===== config.mk =====
export PLATFORM = sky130hd
export DESIGN_NAME = neuron_o_loader_flat
export DESIGN_NICKNAME = d
export VERILOG_FILES = /design/src/rtl/neuron_pkg.sv /design/src/rtl/neuron_o_loader_if.sv /design/src/rtl/pair_buf.sv /design/src/rtl/neuron_o_loader.sv /design/src/flat_wrapper.sv
export SDC_FILE = /design/constraint.sdc
export NUM_CORES = 1
export LEC_CHECK = 0
export BUFFER_PORTS_ARGS = -buffer_cell sky130_fd_sc_hd__clkbuf_2
export CAP_MARGIN = 0
export CORE_ASPECT_RATIO = 0.6
export CORE_MARGIN = 2
export CORE_UTILIZATION = 30
export DETAILED_ROUTE_END_ITERATION = 8
export PLACE_DENSITY = 0.49
export SYNTH_ARGS = -nofsm -noshare
export SYNTH_HDL_FRONTEND = slang
export SYNTH_HIERARCHICAL = 1
export SYNTH_SLANG_ARGS = --single-unit

===== constraint.sdc =====
create_clock -name clk -period 2.32 [get_ports clk]
set_input_delay 0.232 -clock clk [delete_from_list [all_inputs] [get_ports clk]]
set_output_delay 0.232 -clock clk [all_outputs]
set_load 0.005 [all_outputs]

===== src/rtl/neuron_pkg.sv =====
// Shared definitions for the output-neuron operand loader: default data width
// and the load sequencer state encoding.
package neuron_pkg;

    localparam int WIDTH_DEFAULT = 32;

    typedef enum logic [1:0] {
        IDLE    = 2'd0,
        WANT_A2 = 2'd1,
        WANT_W2 = 2'd2,
        WANT_B  = 2'd3
    } load_state_t;

endpackage


===== src/rtl/neuron_o_loader_if.sv =====
// Word-stream input and operand-set output bundle of the output-neuron loader.
// The loader itself uses the slave view; the producer/consumer side uses master.
interface neuron_o_loader_if
    import neuron_pkg::*;
#(
    parameter int WIDTH = WIDTH_DEFAULT
) ();

    logic             in_valid;
    logic             in_ready;
    logic [WIDTH-1:0] in_data;
    logic             in_is_param;

    logic [WIDTH-1:0] w_1;
    logic [WIDTH-1:0] w_2;
    logic [WIDTH-1:0] b;
    logic [WIDTH-1:0] a_1;
    logic [WIDTH-1:0] a_2;
    logic             op_valid;
    logic             op_ready;

    modport master (
        output in_valid, in_data, in_is_param, op_ready,
        input  in_ready, w_1, w_2, b, a_1, a_2, op_valid
    );

    modport slave (
        input  in_valid, in_data, in_is_param, op_ready,
        output in_ready, w_1, w_2, b, a_1, a_2, op_valid
    );

endinterface


===== src/rtl/pair_buf.sv =====
// Two-entry activation pair buffer: an output register that drives the operand
// bus plus one staging entry that refills it on the draining cycle.
module pair_buf
    import neuron_pkg::*;
#(
    parameter int WIDTH = WIDTH_DEFAULT
) (
    input  logic             clk,
    input  logic             rst,
    input  logic             push,
    input  logic [WIDTH-1:0] push_a1,
    input  logic [WIDTH-1:0] push_a2,
    input  logic             pop,
    output logic [WIDTH-1:0] out_a1,
    output logic [WIDTH-1:0] out_a2,
    output logic             out_valid,
    output logic             full
);

    logic [WIDTH-1:0] st_a1;
    logic [WIDTH-1:0] st_a2;
    logic             st_valid;

    assign full = st_valid;

    // A drain promotes staging first so pairs leave strictly in arrival order
    always_ff @(posedge clk) begin
        if (rst) begin
            out_a1    <= '0;
            out_a2    <= '0;
            out_valid <= 1'b0;
            st_a1     <= '0;
            st_a2     <= '0;
            st_valid  <= 1'b0;
        end else if (pop) begin
            if (st_valid) begin
                out_a1 <= st_a1;
                out_a2 <= st_a2;
                if (push) begin
                    st_a1 <= push_a1;
                    st_a2 <= push_a2;
                end else begin
                    st_valid <= 1'b0;
                end
            end else if (push) begin
                out_a1 <= push_a1;
                out_a2 <= push_a2;
            end else begin
                out_valid <= 1'b0;
            end
        end else if (push) begin
            if (!out_valid) begin
                out_a1    <= push_a1;
                out_a2    <= push_a2;
                out_valid <= 1'b1;
            end else begin
                st_a1    <= push_a1;
                st_a2    <= push_a2;
                st_valid <= 1'b1;
            end
        end
    end

endmodule


===== src/rtl/neuron_o_loader.sv =====
// Output-neuron operand loader: splits one word stream into parameter triples
// (w_1, w_2, b) and activation pairs, and presents them as one operand set.
module neuron_o_loader
    import neuron_pkg::*;
#(
    parameter int WIDTH = WIDTH_DEFAULT
) (
    input  logic              clk,
    input  logic              rst,
    neuron_o_loader_if.slave  bus,
    output logic              params_loaded,
    output logic              seq_err,
    output logic [15:0]       op_count
);

    load_state_t      state;
    logic [WIDTH-1:0] sh_w1, sh_w2, a1_hold;
    logic [WIDTH-1:0] w1_q, w2_q, b_q;
    logic [WIDTH-1:0] pb_a1, pb_a2;
    logic [WIDTH-1:0] data;
    logic             pb_valid, stage_full;
    logic             is_param, accept, push, pop;

    assign data     = bus.in_data;
    assign is_param = bus.in_is_param;

    // Parameters are held back while an operand set is pending so it never changes under the consumer
    assign bus.in_ready = !rst && !stage_full && (is_param ? !pb_valid : params_loaded);
    assign accept       = bus.in_valid && bus.in_ready;
    assign push         = accept && !is_param && (state == WANT_A2);
    assign pop          = !rst && pb_valid && bus.op_ready;

    assign bus.w_1      = w1_q;
    assign bus.w_2      = w2_q;
    assign bus.b        = b_q;
    assign bus.a_1      = pb_a1;
    assign bus.a_2      = pb_a2;
    assign bus.op_valid = pb_valid;

    // A word of the other kind aborts the partial sequence and becomes the first word of a new one
    always_ff @(posedge clk) begin
        if (rst) begin
            state         <= IDLE;
            sh_w1         <= '0;
            sh_w2         <= '0;
            a1_hold       <= '0;
            w1_q          <= '0;
            w2_q          <= '0;
            b_q           <= '0;
            params_loaded <= 1'b0;
            seq_err       <= 1'b0;
        end else begin
            seq_err <= 1'b0;
            if (accept) begin
                case (state)
                    IDLE: begin
                        if (is_param) begin
                            sh_w1 <= data;
                            state <= WANT_W2;
                        end else begin
                            a1_hold <= data;
                            state   <= WANT_A2;
                        end
                    end
                    WANT_A2: begin
                        if (is_param) begin
                            seq_err <= 1'b1;
                            sh_w1   <= data;
                            state   <= WANT_W2;
                        end else begin
                            state <= IDLE;
                        end
                    end
                    WANT_W2: begin
                        if (!is_param) begin
                            seq_err <= 1'b1;
                            a1_hold <= data;
                            state   <= WANT_A2;
                        end else begin
                            sh_w2 <= data;
                            state <= WANT_B;
                        end
                    end
                    WANT_B: begin
                        if (!is_param) begin
                            seq_err <= 1'b1;
                            a1_hold <= data;
                            state   <= WANT_A2;
                        end else begin
                            w1_q          <= sh_w1;
                            w2_q          <= sh_w2;
                            b_q           <= data;
                            params_loaded <= 1'b1;
                            state         <= IDLE;
                        end
                    end
                    default: state <= IDLE;
                endcase
            end
        end
    end

    always_ff @(posedge clk) begin
        if (rst) begin
            op_count <= '0;
        end else if (pop) begin
            op_count <= op_count + 16'd1;
        end
    end

    pair_buf #(.WIDTH(WIDTH)) u_pair_buf (
        .clk       (clk),
        .rst       (rst),
        .push      (push),
        .push_a1   (a1_hold),
        .push_a2   (data),
        .pop       (pop),
        .out_a1    (pb_a1),
        .out_a2    (pb_a2),
        .out_valid (pb_valid),
        .full      (stage_full)
    );

endmodule

===== src/flat_wrapper.sv =====
// flat-port wrapper written by rule: the top's interface ports become plain ports
module neuron_o_loader_flat import neuron_pkg::*;
#(
    parameter int WIDTH = WIDTH_DEFAULT
)
  (clk, rst, params_loaded, seq_err, op_count, bus_in_valid, bus_in_data, bus_in_is_param, bus_op_ready, bus_in_ready, bus_w_1, bus_w_2, bus_b, bus_a_1, bus_a_2, bus_op_valid);
  neuron_o_loader_if #(.WIDTH(WIDTH)) bus_i ();
  input  logic clk;
  input  logic rst;
  output logic params_loaded;
  output logic seq_err;
  output logic [15:0] op_count;
  input wire logic [$bits(bus_i.in_valid)-1:0] bus_in_valid;
  input wire logic [$bits(bus_i.in_data)-1:0] bus_in_data;
  input wire logic [$bits(bus_i.in_is_param)-1:0] bus_in_is_param;
  input wire logic [$bits(bus_i.op_ready)-1:0] bus_op_ready;
  output wire logic [$bits(bus_i.in_ready)-1:0] bus_in_ready;
  output wire logic [$bits(bus_i.w_1)-1:0] bus_w_1;
  output wire logic [$bits(bus_i.w_2)-1:0] bus_w_2;
  output wire logic [$bits(bus_i.b)-1:0] bus_b;
  output wire logic [$bits(bus_i.a_1)-1:0] bus_a_1;
  output wire logic [$bits(bus_i.a_2)-1:0] bus_a_2;
  output wire logic [$bits(bus_i.op_valid)-1:0] bus_op_valid;
  assign bus_i.in_valid = bus_in_valid;
  assign bus_i.in_data = bus_in_data;
  assign bus_i.in_is_param = bus_in_is_param;
  assign bus_i.op_ready = bus_op_ready;
  assign bus_in_ready = bus_i.in_ready;
  assign bus_w_1 = bus_i.w_1;
  assign bus_w_2 = bus_i.w_2;
  assign bus_b = bus_i.b;
  assign bus_a_1 = bus_i.a_1;
  assign bus_a_2 = bus_i.a_2;
  assign bus_op_valid = bus_i.op_valid;
  neuron_o_loader #(.WIDTH(WIDTH)) u_core (.clk(clk), .rst(rst), .bus(bus_i), .params_loaded(params_loaded), .seq_err(seq_err), .op_count(op_count));
endmodule

Word level (Yosys, flattened, before mapping):

Index checks and enable logic that the tools add are counted.

* muxes and demuxes: 36
* $add $sub $neg: 1
* bitwise operators: 2
* equal/unequal tests: 7
* reduce and logical (&&, ||, !) cells: 27

Operators with widths (number)
* $mux W32: 18
* $reduce_and A3 Y1: 7
* $add A16 B1 Y16 const B: 1
* $mux W1: 13
* $pmux W2 S4: 1
* $logic_and A1 B1 Y1: 7
* $mux W2: 3
* $ne A2 B2 Y1 const B: 3
* $reduce_bool A2 Y1: 3
* $reduce_or A2 Y1: 3
* $eq A2 B2 Y1 const B: 2
* $logic_not A1 Y1: 4
* $reduce_or A3 Y1: 1
* $eq A2 B1 Y1 const B: 1
* $logic_not A2 Y1: 1
* $ne A2 B1 Y1 const B: 1
* $not A1 Y1: 2
* $pmux W1 S2: 1
* $reduce_and A2 Y1: 1

* word-level logic and storage cells: 89
* output and inout bits: 180
* bits in registers: 342
* input bits: 37

Longest topological paths before layout:

Gate-level depths: netlist (run 1).

* depth after elaboration: 9
* gate-level depth with buffers: 9
* depth with buffers taken out: 5

Hierarchy:

Netlist (run 1), hierarchy kept.

Modules (own cells, without submodules)
* neuron_o_loader: sequential area each 4244.1 um^2, cells each 957, instances 1, area an instance 7577.3 um^2
* pair_buf: sequential area each 2602.5 um^2, cells each 661, instances 1, area an instance 6338.6 um^2

Worst setup path before layout (run 1):

No wires, ideal clock.

* kind: in2reg
* from: in rst
* to: reg u_core.u_pair_buf.out_a1[10]
* setup time: 88 ps
* buffers on the path: 4
* slack: 237 ps
* cell stages on the path: 9
* data arrival time: 1995 ps
* required time: 2232 ps
* cell sequence: buf_2 > or3b_1 > buf_2 > nor3_1 > nor2b_1 > buf_2 > buf_2 > nor3_1 > a311oi_2

* word-level cells in the longest chain between the ends: 8
* elaborated cells between the ends (all ways): 13
* classes of those cells: eq/ne (1); mux (1); reduce/logical (11)

Ends and longest elaborated chain
* start, declared: RTL line flat_wrapper.sv:9 `input logic rst;`
* $logic_not A1 Y1 (*): RTL line neuron_o_loader.sv:28 `assign bus.in_ready = !rst && !stage_full && (is_param ? !pb_valid : params_loaded);`
* $logic_and A1 B1 Y1 (*) (2 in a row): RTL line neuron_o_loader.sv:28
* $logic_and A1 B1 Y1 (*): RTL line neuron_o_loader.sv:29 `assign accept = bus.in_valid && bus.in_ready;`
* $logic_and A1 B1 Y1 (*) (2 in a row): RTL line neuron_o_loader.sv:30 `assign push = accept && !is_param && (state == WANT_A2);`
* named net u_core.push: RTL line neuron_o_loader.sv:22 `logic is_param, accept, push, pop;`
* $reduce_bool A2 Y1 (no source line)
* $reduce_and A3 Y1 (no source line) (*)
* end signal, assigned: RTL line pair_buf.sv:37 `out_a1 <= st_a1;`
* end signal, assigned: RTL line pair_buf.sv:46 `out_a1 <= push_a1;`
* end signal, assigned: RTL line pair_buf.sv:53 `out_a1 <= push_a1;`
* end, declared: RTL line pair_buf.sv:14 `output logic [WIDTH-1:0] out_a1,`

The timed path passes the listed nets; every way through them passes the cells marked *.
A chain may end at the register's enable or synchronous reset.

Worst setup path after layout (run 1):

* from: reg u_core.u_pair_buf.st_valid, in the netlist u_core/u_pair_buf/full
* to: reg u_core.u_pair_buf.out_a2[27]

* word-level cells in the longest chain between the ends: 8
* elaborated cells between the ends (all ways): 11
* classes of those cells: mux (2); reduce/logical (9)

Ends and longest elaborated chain
* start, declared: RTL line pair_buf.sv:22 `logic st_valid;`
* start signal, assigned: RTL line pair_buf.sv:34 `st_valid <= 1'b0;`
* start signal, assigned: RTL line pair_buf.sv:43 `st_valid <= 1'b0;`
* start signal, assigned: RTL line pair_buf.sv:59 `st_valid <= 1'b1;`
* $logic_not A1 Y1 (*): RTL line neuron_o_loader.sv:28
* $logic_and A1 B1 Y1 (*) (2 in a row): RTL line neuron_o_loader.sv:28
* $logic_and A1 B1 Y1 (*): RTL line neuron_o_loader.sv:29
* $logic_and A1 B1 Y1 (*) (2 in a row): RTL line neuron_o_loader.sv:30
* named net u_core.push: RTL line neuron_o_loader.sv:22
* $reduce_bool A2 Y1 (no source line)
* $reduce_and A3 Y1 (no source line) (*)
* end signal, assigned: RTL line pair_buf.sv:38 `out_a2 <= st_a2;`
* end signal, assigned: RTL line pair_buf.sv:47 `out_a2 <= push_a2;`
* end signal, assigned: RTL line pair_buf.sv:54 `out_a2 <= push_a2;`
* end, declared: RTL line pair_buf.sv:15 `output logic [WIDTH-1:0] out_a2,`

Marked as above.

==> flow_summary.rst, run 1 <==
.. list-table::
   :header-rows: 1

   * - Metric
     - Value
   * - Number of synthesized register bits
     - 342
   * - Final period utilization
     - 0.9094
   * - Area of the placeable core
     - 46020 sq um
   * - Switching share of power
     - 0.2274
   * - Total half-perimeter wirelength after legalization and detailed placement
     - 26.14 mm
   * - Yosys warning total
     - 6
   * - Post-Layout Cell Count
     - 2429
   * - Slowest cell on the critical path
     - or3b_1
   * - Leakage power
     - 5.751 nW
   * - Synthesized area per cell
     - 8.601 sq um
   * - Sequential fraction of design power
     - 0.489
   * - Dominant cells by area after synthesis
     - dfxtp_1 (49%), nand2_1 (12%), a21oi_1 (7.2%)
   * - Latest clock arrival within the worst-skew pair
     - 0.52 ns
   * - Most common cell in the netlist
     - nand2_1
   * - Number of filler instances in the final layout
     - 4741
   * - Part of the power in combinational logic
     - 0.031
   * - Detail-routed via count per cell
     - 4.801
   * - Number of max-cap violations
     - 0
   * - Reg-to-reg startpoint
     - u_core/u_pair_buf/full
   * - Proportion of netlist area held by the largest area contributor
     - 0.4920
   * - Clock skew
     - 0.01176 ns
   * - Cells resized by post-CTS repair
     - 0
   * - Number of I/O port buffers
     - 216
   * - Critical Path Start Type
     - flip-flop
   * - Number of rows created at floorplan
     - 61
   * - Number of enable-type register cells in the synthesized netlist
     - 0
   * - Worst path setup slack after routing
     - 0.2103 ns
   * - Setup violation total in the final timing report
     - 0
   * - Global-route wire length before repair
     - 64.22 mm
   * - Number of global-route vias before repair
     - 11250
   * - Multi-input gate area
     - 6365 sq um
   * - Number of DRC markers in iteration 0
     - 730
   * - Gate family responsible for the most delay along the worst path
     - simple AND/OR/NAND/NOR gates
   * - Fmax
     - 474.0 MHz
   * - Buf+Inv Stages, Crit Path
     - 2
   * - Ant diodes
     - 0
   * - Synthesized Nets
     - 1656
   * - Vias after detailed routing
     - 11660
   * - Number of routed nets with antenna violations
     - 0
   * - Length in cells of the worst reg-to-reg path
     - 7
   * - CTS Buf Count
     - 36
   * - Growth of design area from synthesis to finish
     - 20.56%
   * - Endpoints failing hold
     - 0
   * - Overall die area
     - 48180 sq um
   * - Slew at the pin closest to its max-slew limit
     - 1.035 ns
   * - Number of buffers added to fix hold violations after cts
     - 0
   * - Outcome
     - completed
   * - Final layout net count
     - 1813
   * - Final core occ
     - 0.3645
   * - Arrival time at the worst endpoint
     - 2.54 ns
   * - Cell count after synthesis
     - 1618
   * - Die Y
     - 170.8 microns
   * - Dominant register cell in the synthesized netlist
     - dfxtp_1
   * - Pins Over Slew Limit
     - 0
   * - End of the worst hold path
     - u_core/sh_w1[16]
   * - Count of cells along the worst hold path
     - 3
   * - Shortest period the worst path allows
     - 2.110 ns
   * - Horizontal extent of the die
     - 282.0 microns
   * - Total setup buffers inserted after CTS
     - 0
   * - Internal Pwr Total
     - 9.321 mW
   * - Maximum clock path buffer count
     - 3
   * - DRC errors left
     - 0
   * - Sequential element share of the synthesized area
     - 0.4920
   * - Setup Slack @ Placement
     - 0.2405 ns
   * - GRT Util Overall
     - 0.1681
   * - Total standard cell area after synthesis
     - 13920 sq um
   * - Detailed Routing Iterations Pass 1
     - 5
   * - Reg2Reg Setup Slack
     - 0.21 ns
   * - Headroom to the max-slew limit
     - 0.3101
   * - Power Density
     - 719.1 nW/um^2
   * - List of most frequent post-synthesis cells
     - nand2_1 (459), dfxtp_1 (342), a21oi_1 (199)
   * - Worst-path cell chain
     - or3b_1 > nor3_1 > buf_4 > nor2b_4 > buf_4 > nor3_1 > a311oi_2
   * - Clock slew seen by the registers of the worst setup and hold paths
     - 0.06 ns
   * - Cell accounting for the most synthesized area
     - dfxtp_1
   * - Fraction of synthesis flops using an asynchronous set or reset pin
     - 0
   * - Setup repair after global routing missed its margin
     - false
   * - Antenna violations before repair
     - 0
   * - Overall overflow remaining after global route
     - 0
   * - IR drop worst, VDD
     - 0.3909 mV
   * - Final weighted congestion in routability-driven placement
     - 0.8144
   * - Post-detailed-routing wire length
     - 41.48 mm
   * - Maximum net fanout on the critical path
     - 22
   * - Sort of element at the end of the critical path
     - flip-flop
   * - Initial Utilization
     - 0.3024
   * - Critical hold path startpoint
     - bus_in_data[16]
   * - Psw
     - 2.743 mW
   * - TritonCTS clock tree
     - built
   * - Setup CP Type
     - reg2reg
   * - Storage element area
     - 6848 sq um
   * - Setup TNS
     - 0 ns
   * - I/O pins
     - 217
   * - Worst hold path type
     - in2reg
   * - Cell total after placement
     - 2367
   * - Maximum number of pins on one net before global-route repair
     - 224
   * - Share of cells above drive strength 1
     - 0.2157
   * - Proportion of power drawn by the clock network
     - 0.480
   * - Average wire length per cell after detail routing
     - 17.08 microns
   * - Clock root buffer
     - clkbuf_16
   * - Delay of the slowest critical-path stage
     - 0.42 ns
   * - Critical R2R Capture
     - u_core/u_pair_buf/out_a2[27]
   * - Maximum level of the CTS H-tree
     - 2
   * - Data required time of the worst path
     - 2.75 ns
   * - Number of sinks handled by clock tree synthesis
     - 342
   * - Count of unique library cells instantiated by Yosys
     - 43
-- how the worst max path moves through the flow --
| stage | from | endpoint | slack (ns) | cells past startpoint |
|---|---|---|---|---|
| after global placement | rst | u_core/op_count[15] | 0.28 | 6 |
| final | u_core/u_pair_buf/full | u_core/u_pair_buf/out_a2[27] | 0.21 | 7 |
| after global routing | u_core/u_pair_buf/out_valid | bus_in_ready | 0.08 | 3 |
| after CTS | u_core/u_pair_buf/out_valid | bus_in_ready | 0.07 | 3 |
| after floorplan | rst | u_core/u_pair_buf/out_a1[10] | 0.24 | 9 |
| after detailed placement | bus_in_valid | u_core/u_pair_buf/out_a2[27] | 0.24 | 8 |
-- logic make-up after synthesis --
group                    synth area share
buffers and inverters             0.05422
AND/OR/NAND/NOR                    0.2550
AO/OA/AOI/OAI                      0.1462
flip-flops                         0.4920
multiplexers                      0.04603
adder cells (fa/ha/maj)         0.0008990
XOR/XNOR                         0.005664
-- metrics by stage --
stage          hold WS, ns  total power, mW  area (sq um)
6_report           0.03539            12.06         16780
5_1_grt            0.02771            12.56         16780
4_1_cts            0.01186            12.29         16780
3_5_place_dp        0.4426            6.416         15620
3_3_place_gp        0.4378            6.410         15620
2_1_floorplan       0.3680            6.245         13920
-- state kept, by name, indices dropped and copies added, names as in the netlist --
register and count:
u_core/u_pair_buf/full 1, u_core/sh_w1 32, u_core/sh_w2 32, u_core/bus.b 32, u_core/params_loaded 1, u_core/seq_err 1, u_core/a1_hold 32, u_core/u_pair_buf/out_a1 32
u_core/u_pair_buf/out_a2 32, u_core/u_pair_buf/out_valid 1, u_core/bus.w_2 32, u_core/bus.w_1 32, u_core/u_pair_buf/st_a1 32, u_core/u_pair_buf/st_a2 32, u_core/op_count 16, u_core/state 2
-- layout make-up --
cell class	count	area share
Timing Repair Buffer	259	0.09546
Multi-Input combinational cell	1131	0.3794
Clock inverter	14	0.008278
Inverter	5	0.001119
Tap cell	630	0.04698
Sequential cell	342	0.4082
Clock buffer	48	0.06063
-- power groups by stage --
stage	logic, mW	clock network, mW	registers [mW]
2_1_floorplan	0.212	0	6.03
3_3_place_gp	0.374	0	6.04
3_5_place_dp	0.379	0	6.04
4_1_cts	0.380	6.00	5.90
5_1_grt	0.403	6.26	5.90
6_report	0.371	5.79	5.91
-- metal layers --
| layer | share of wire | wire, microns | vias to the layer above | GRT usage |
|---|---|---|---|---|
| li1 | - | - | 5750 | - |
| met1 | 0.46 | 18890 | 5619 | 0.2167 |
| met2 | 0.47 | 19560 | 239 | 0.2860 |
| met3 | 0.059 | 2442 | 53 | 0.04097 |
| met4 | 0.014 | 597 | 0 | 0.03353 |
| met5 | 0 | 0 | - | 0 |
-- worst register-to-register path, cell delays in order (launching register included) --
cell and delay [ns]:
dfxtp_2 0.32, or3b_1 0.42, nor3_1 0.21, buf_4 0.17, nor2b_4 0.18, buf_4 0.32
nor3_1 0.13, a311oi_2 0.27
-- placed cells by master (no fill, tap or decap), drive strengths merged, types with 7 or more instances in the layout --
cell and n:
clkinv 11, mux2i 64, a311oi 64, o21ai 7, nor2 17, nor3 70, clkbuf 263, buf 44
nand2b 133, nand3 73, nand2 459, dfxtp 342, a21oi 199
(Power assumes the default switching activity.)
==> run 2: changes to the inputs <==
--- a/config.mk
+++ b/config.mk
@@ -5,13 +5,14 @@
 export SDC_FILE = /design/constraint.sdc
 export NUM_CORES = 1
 export LEC_CHECK = 0
+export ABC_AREA = 1
 export BUFFER_PORTS_ARGS = -buffer_cell sky130_fd_sc_hd__clkbuf_2
 export CAP_MARGIN = 0
 export CORE_ASPECT_RATIO = 0.6
 export CORE_MARGIN = 2
 export CORE_UTILIZATION = 30
 export DETAILED_ROUTE_END_ITERATION = 8
-export PLACE_DENSITY = 0.49
+export PLACE_DENSITY = 0.48
 export SYNTH_ARGS = -nofsm -noshare
 export SYNTH_HDL_FRONTEND = slang
 export SYNTH_HIERARCHICAL = 1
==> run 2 against run 1 <==
  * Routed wire length is 15% higher
  * Core utilization is 0.59 points lower
  * First-iteration DRC count is 30% higher
  * Count of clock-buffer cells in the layout is 13 higher
  * Hold slack better by 0.051 ns
  * Largest cell class unchanged
  * Combinational power is 73% higher
  * Fmax is 2.2% lower
  * Non-clock buffer count is 12 lower
  * Register-to-register slack worse by 0.05 ns
==> flow_summary.rst, run 2 <==
.. list-table::
   :header-rows: 1

   * - Metric
     - Value
   * - Setup CP Type
     - reg2reg (unchanged)
   * - WL met2
     - 20.73 mm (was 19.56 mm)
   * - Setup violation total in the final timing report
     - 0 (unchanged)
   * - Length in cells of the worst reg-to-reg path
     - 9 (was 7)
   * - Setup TNS
     - 0 ns (unchanged)
   * - Met3 Routed Length
     - 2.788 mm (was 2.442 mm)
   * - Worst hold path type
     - in2reg (unchanged)
   * - Number of global-route vias before repair
     - 13590 (was 11250)
   * - Critical Path Start Type
     - flip-flop (unchanged)
   * - Clock slew seen by the registers of the worst setup and hold paths
     - 0.06 ns (about the same)
   * - Headroom to the max-slew limit
     - 0.4635 (was 0.3101)
   * - Synthesized area per cell
     - 6.260 sq um (was 8.601 sq um)
   * - Final weighted congestion in routability-driven placement
     - 0.7918 (was 0.8144)
   * - I/O pins
     - 217 (unchanged)
   * - Leakage power
     - 9.190 nW (was 5.751 nW)
   * - Sequential element share of the synthesized area
     - 0.4341 (was 0.4920)
   * - Detailed Routing Iterations Pass 1
     - 5 (unchanged)
   * - Wire length on met1
     - 23.36 mm (was 18.89 mm)
   * - Dominant cells by area after synthesis
     - dfxtp_1 (43%), nand2_1 (17%), nor2_1 (13%) (was dfxtp_1 (49%), nand2_1 (12%), a21oi_1 (7.2%))
   * - Number of sinks handled by clock tree synthesis
     - 342 (unchanged)
   * - WHS
     - 0.08605 ns (was 0.03539 ns)
   * - Overall overflow remaining after global route
     - 0 (unchanged)
   * - Proportion of netlist area held by the largest area contributor
     - 0.4341 (was 0.4920)
   * - Total standard cell area after synthesis
     - 15770 sq um (was 13920 sq um)
   * - Average wire length per cell after detail routing
     - 14.13 microns (was 17.08 microns)
   * - Area of the placeable core
     - 52210 sq um (was 46020 sq um)
   * - Vias after detailed routing
     - 14640 (was 11660)
   * - Initial Utilization
     - 0.3020 (was 0.3024)
   * - Maximum level of the CTS H-tree
     - 2 (unchanged)
   * - Cell accounting for the most synthesized area
     - dfxtp_1 (unchanged)
   * - Clock root buffer
     - clkbuf_16 (unchanged)
   * - Ant diodes
     - 0 (unchanged)
   * - Highest metal layer with signal wires
     - met4 (unchanged)
   * - Total half-perimeter wirelength after legalization and detailed placement
     - 31.20 mm (was 26.14 mm)
   * - Leading cell type in the layout, fill and taps excluded
     - nand2_1 (unchanged)
   * - Number of routed nets with antenna violations
     - 0 (unchanged)
   * - Fraction of synthesis flops using an asynchronous set or reset pin
     - 0 (unchanged)
   * - Number of DRC markers in iteration 0
     - 947 (was 730)
   * - Number of max-cap violations
     - 0 (unchanged)
   * - Most used cells in the layout excluding fill and tap cells
     - nand2_1 (694), nor2_1 (543), inv_1 (475) (was nand2_1 (458), dfxtp_1 (341), clkbuf_2 (215))
   * - Final core occ
     - 0.3587 (was 0.3645)
   * - Clock skew
     - 0.01314 ns (was 0.01176 ns)
   * - Number of synthesized register bits
     - 342 (unchanged)
   * - Antenna violations before repair
     - 0 (unchanged)
   * - Outcome
     - completed (unchanged)
   * - Final period utilization
     - 0.9302 (was 0.9094)
   * - Critical R2R Capture
     - u_core/bus.b[20] (was u_core/u_pair_buf/out_a2[27])
   * - Reg2Reg Setup Slack
     - 0.16 ns (was 0.21 ns)
   * - Number of I/O port buffers
     - 216 (unchanged)
   * - Maximum net fanout on the critical path
     - 133 (was 22)
   * - Total setup buffers inserted after CTS
     - 0 (unchanged)
   * - Shortest period the worst path allows
     - 2.158 ns (was 2.110 ns)
   * - DRC errors left
     - 0 (unchanged)
   * - Count of unique library cells instantiated by Yosys
     - 22 (was 43)
   * - List of most frequent post-synthesis cells
     - nand2_1 (698), nor2_1 (545), inv_1 (477) (was nand2_1 (459), dfxtp_1 (342), a21oi_1 (199))
   * - Critical hold path startpoint
     - bus_in_valid (was bus_in_data[16])
   * - IR drop worst, VDD
     - 0.4259 mV (was 0.3909 mV)
   * - Count of cells along the worst hold path
     - 4 (was 3)
   * - Setup repair after global routing missed its margin
     - true (was false)
   * - GRT Util Overall
     - 0.1736 (was 0.1681)
   * - Reg-to-reg startpoint
     - u_core/u_pair_buf/full (unchanged)
   * - Overall die area
     - 54480 sq um (was 48180 sq um)
   * - Number of enable-type register cells in the synthesized netlist
     - 0 (unchanged)
   * - Arrival time at the worst endpoint
     - 2.61 ns (was 2.54 ns)
   * - Sort of element at the end of the critical path
     - flip-flop (unchanged)
   * - Final layout net count
     - 2692 (was 1813)
   * - Data required time of the worst path
     - 2.78 ns (was 2.75 ns)
   * - End of the worst hold path
     - u_core/state[1] (was u_core/sh_w1[16])
   * - Die Y
     - 181.6 microns (was 170.8 microns)
   * - Fmax
     - 463.4 MHz (was 474.0 MHz)
   * - TritonCTS clock tree
     - built (unchanged)
   * - Sum of internal, switching and leakage power
     - 12.78 mW (was 12.06 mW)
   * - Horizontal extent of the die
     - 300.0 microns (was 282.0 microns)
   * - Slew at the pin closest to its max-slew limit
     - 0.8047 ns (was 1.035 ns)
   * - Maximum clock path buffer count
     - 3 (unchanged)
   * - Dominant register cell in the synthesized netlist
     - dfxtp_1 (unchanged)
   * - Post-detailed-routing wire length
     - 47.84 mm (was 41.48 mm)
   * - Most common cell in the netlist
     - nand2_1 (unchanged)
   * - Endpoints failing hold
     - 0 (unchanged)
   * - CTS Buf Count
     - 39 (was 36)
   * - Growth of design area from synthesis to finish
     - 18.76% (was 20.56%)
   * - Global-route wire length before repair
     - 75.80 mm (was 64.22 mm)
   * - Power Density
     - 682.3 nW/um^2 (was 719.1 nW/um^2)
   * - Latest clock arrival within the worst-skew pair
     - 0.53 ns (was 0.52 ns)
   * - Pins Over Slew Limit
     - 0 (unchanged)
   * - Maximum number of pins on one net before global-route repair
     - 160 (was 224)
   * - Cell count after synthesis
     - 2519 (was 1618)
   * - Yosys warning total
     - 6 (unchanged)
   * - Number of rows created at floorplan
     - 65 (was 61)
   * - Detail-routed via count per cell
     - 4.326 (was 4.801)
   * - Synthesized Nets
     - 2557 (was 1656)
   * - Share of cells above drive strength 1
     - 0.1201 (was 0.2157)
-- run 2: cell count changes after synthesis, sizes merged, moves of 65 or more --
cell / previous run / this run
nand2b: 133 / 0
a21oi: 199 / 11
nand4: 2 / 133
nand2: 459 / 698
nor2: 17 / 547
inv: 5 / 481
o21ai: 7 / 72
nor3: 70 / 1
-- run 2: what timing repair did --
action                     in CTS  in global routing
resized for setup               0                  5
hold buffers                    0                  0
setup endpoints to repair       0                107
-- run 2: metrics by stage --
stage / worst slack [ns] / instance area [sq um] / std cells
finish: 0.1619 / 18730 / 3385
floorplan: 0.3359 / 15770 / 2519
CTS: 0.1336 / 18700 / 3385
global route: -0.02322 / 18730 / 3385
global placement: 0.1890 / 17430 / 3316
detailed placement: 0.1596 / 17430 / 3316
-- run 2: logic make-up after synthesis --
family | count (synthesis) | synth area share
buffers and inverters | 635 | 0.1629
adders and majority gates | 1 | 0.0007933
DFF | 342 | 0.4341
xor gates and xnor gates | 1 | 0.0005555
and+or+nand+nor | 1456 | 0.3748
AOI/OAI and AO/OA | 84 | 0.02682
-- run 2: cell type report --
type	count	area (sq um)
clock buffer	61	1201
clock inverter	8	67.56
sequential	342	6848
tap	703	879.6
timing repair buffer	247	1496
fill	5721	33480
inverter	482	1821
multi-input combinational	1542	6415
-- run 2: where the power goes --
group	switching, mW	internal (mW)
Combinational	0.461	0.179
Sequential	0.0331	5.92
Clock	2.52	3.66
Total	3.02	9.76
-- run 2: how the worst max path moves through the flow --
| stage | start | depth (start not counted) | slack [ns] | endpoint |
|---|---|---|---|---|
| global route | u_core/params_loaded | 10 | -0.02 | u_core/bus.w_1[29] |
| floorplan | rst | 14 | 0.34 | u_core/u_pair_buf/st_a1[25] |
| detailed placement | u_core/u_pair_buf/full | 9 | 0.16 | u_core/a1_hold[26] |
| finish | u_core/u_pair_buf/full | 9 | 0.16 | u_core/bus.b[20] |
| CTS | u_core/u_pair_buf/full | 9 | 0.13 | u_core/bus.b[20] |
| global placement | u_core/u_pair_buf/full | 11 | 0.19 | u_core/u_pair_buf/out_a1[25] |
-- run 2: per-layer routing --
layer,GRT usage,vias up
li1,-,7702
met1,0.2442,6578
met2,0.2690,304
met3,0.03805,60
met4,0.04220,0
met5,0,-
-- run 2: worst max-delay path, stage by stage, from the launching register on --
cell and delay, ns:
dfxtp_2 0.34, nor2_2 0.13, nand3_1 0.13, nor2_4 0.13
clkbuf_16 0.43, nand3_4 0.25, buf_12 0.30, nand2_1 0.12
inv_1 0.04, nor2_1 0.10
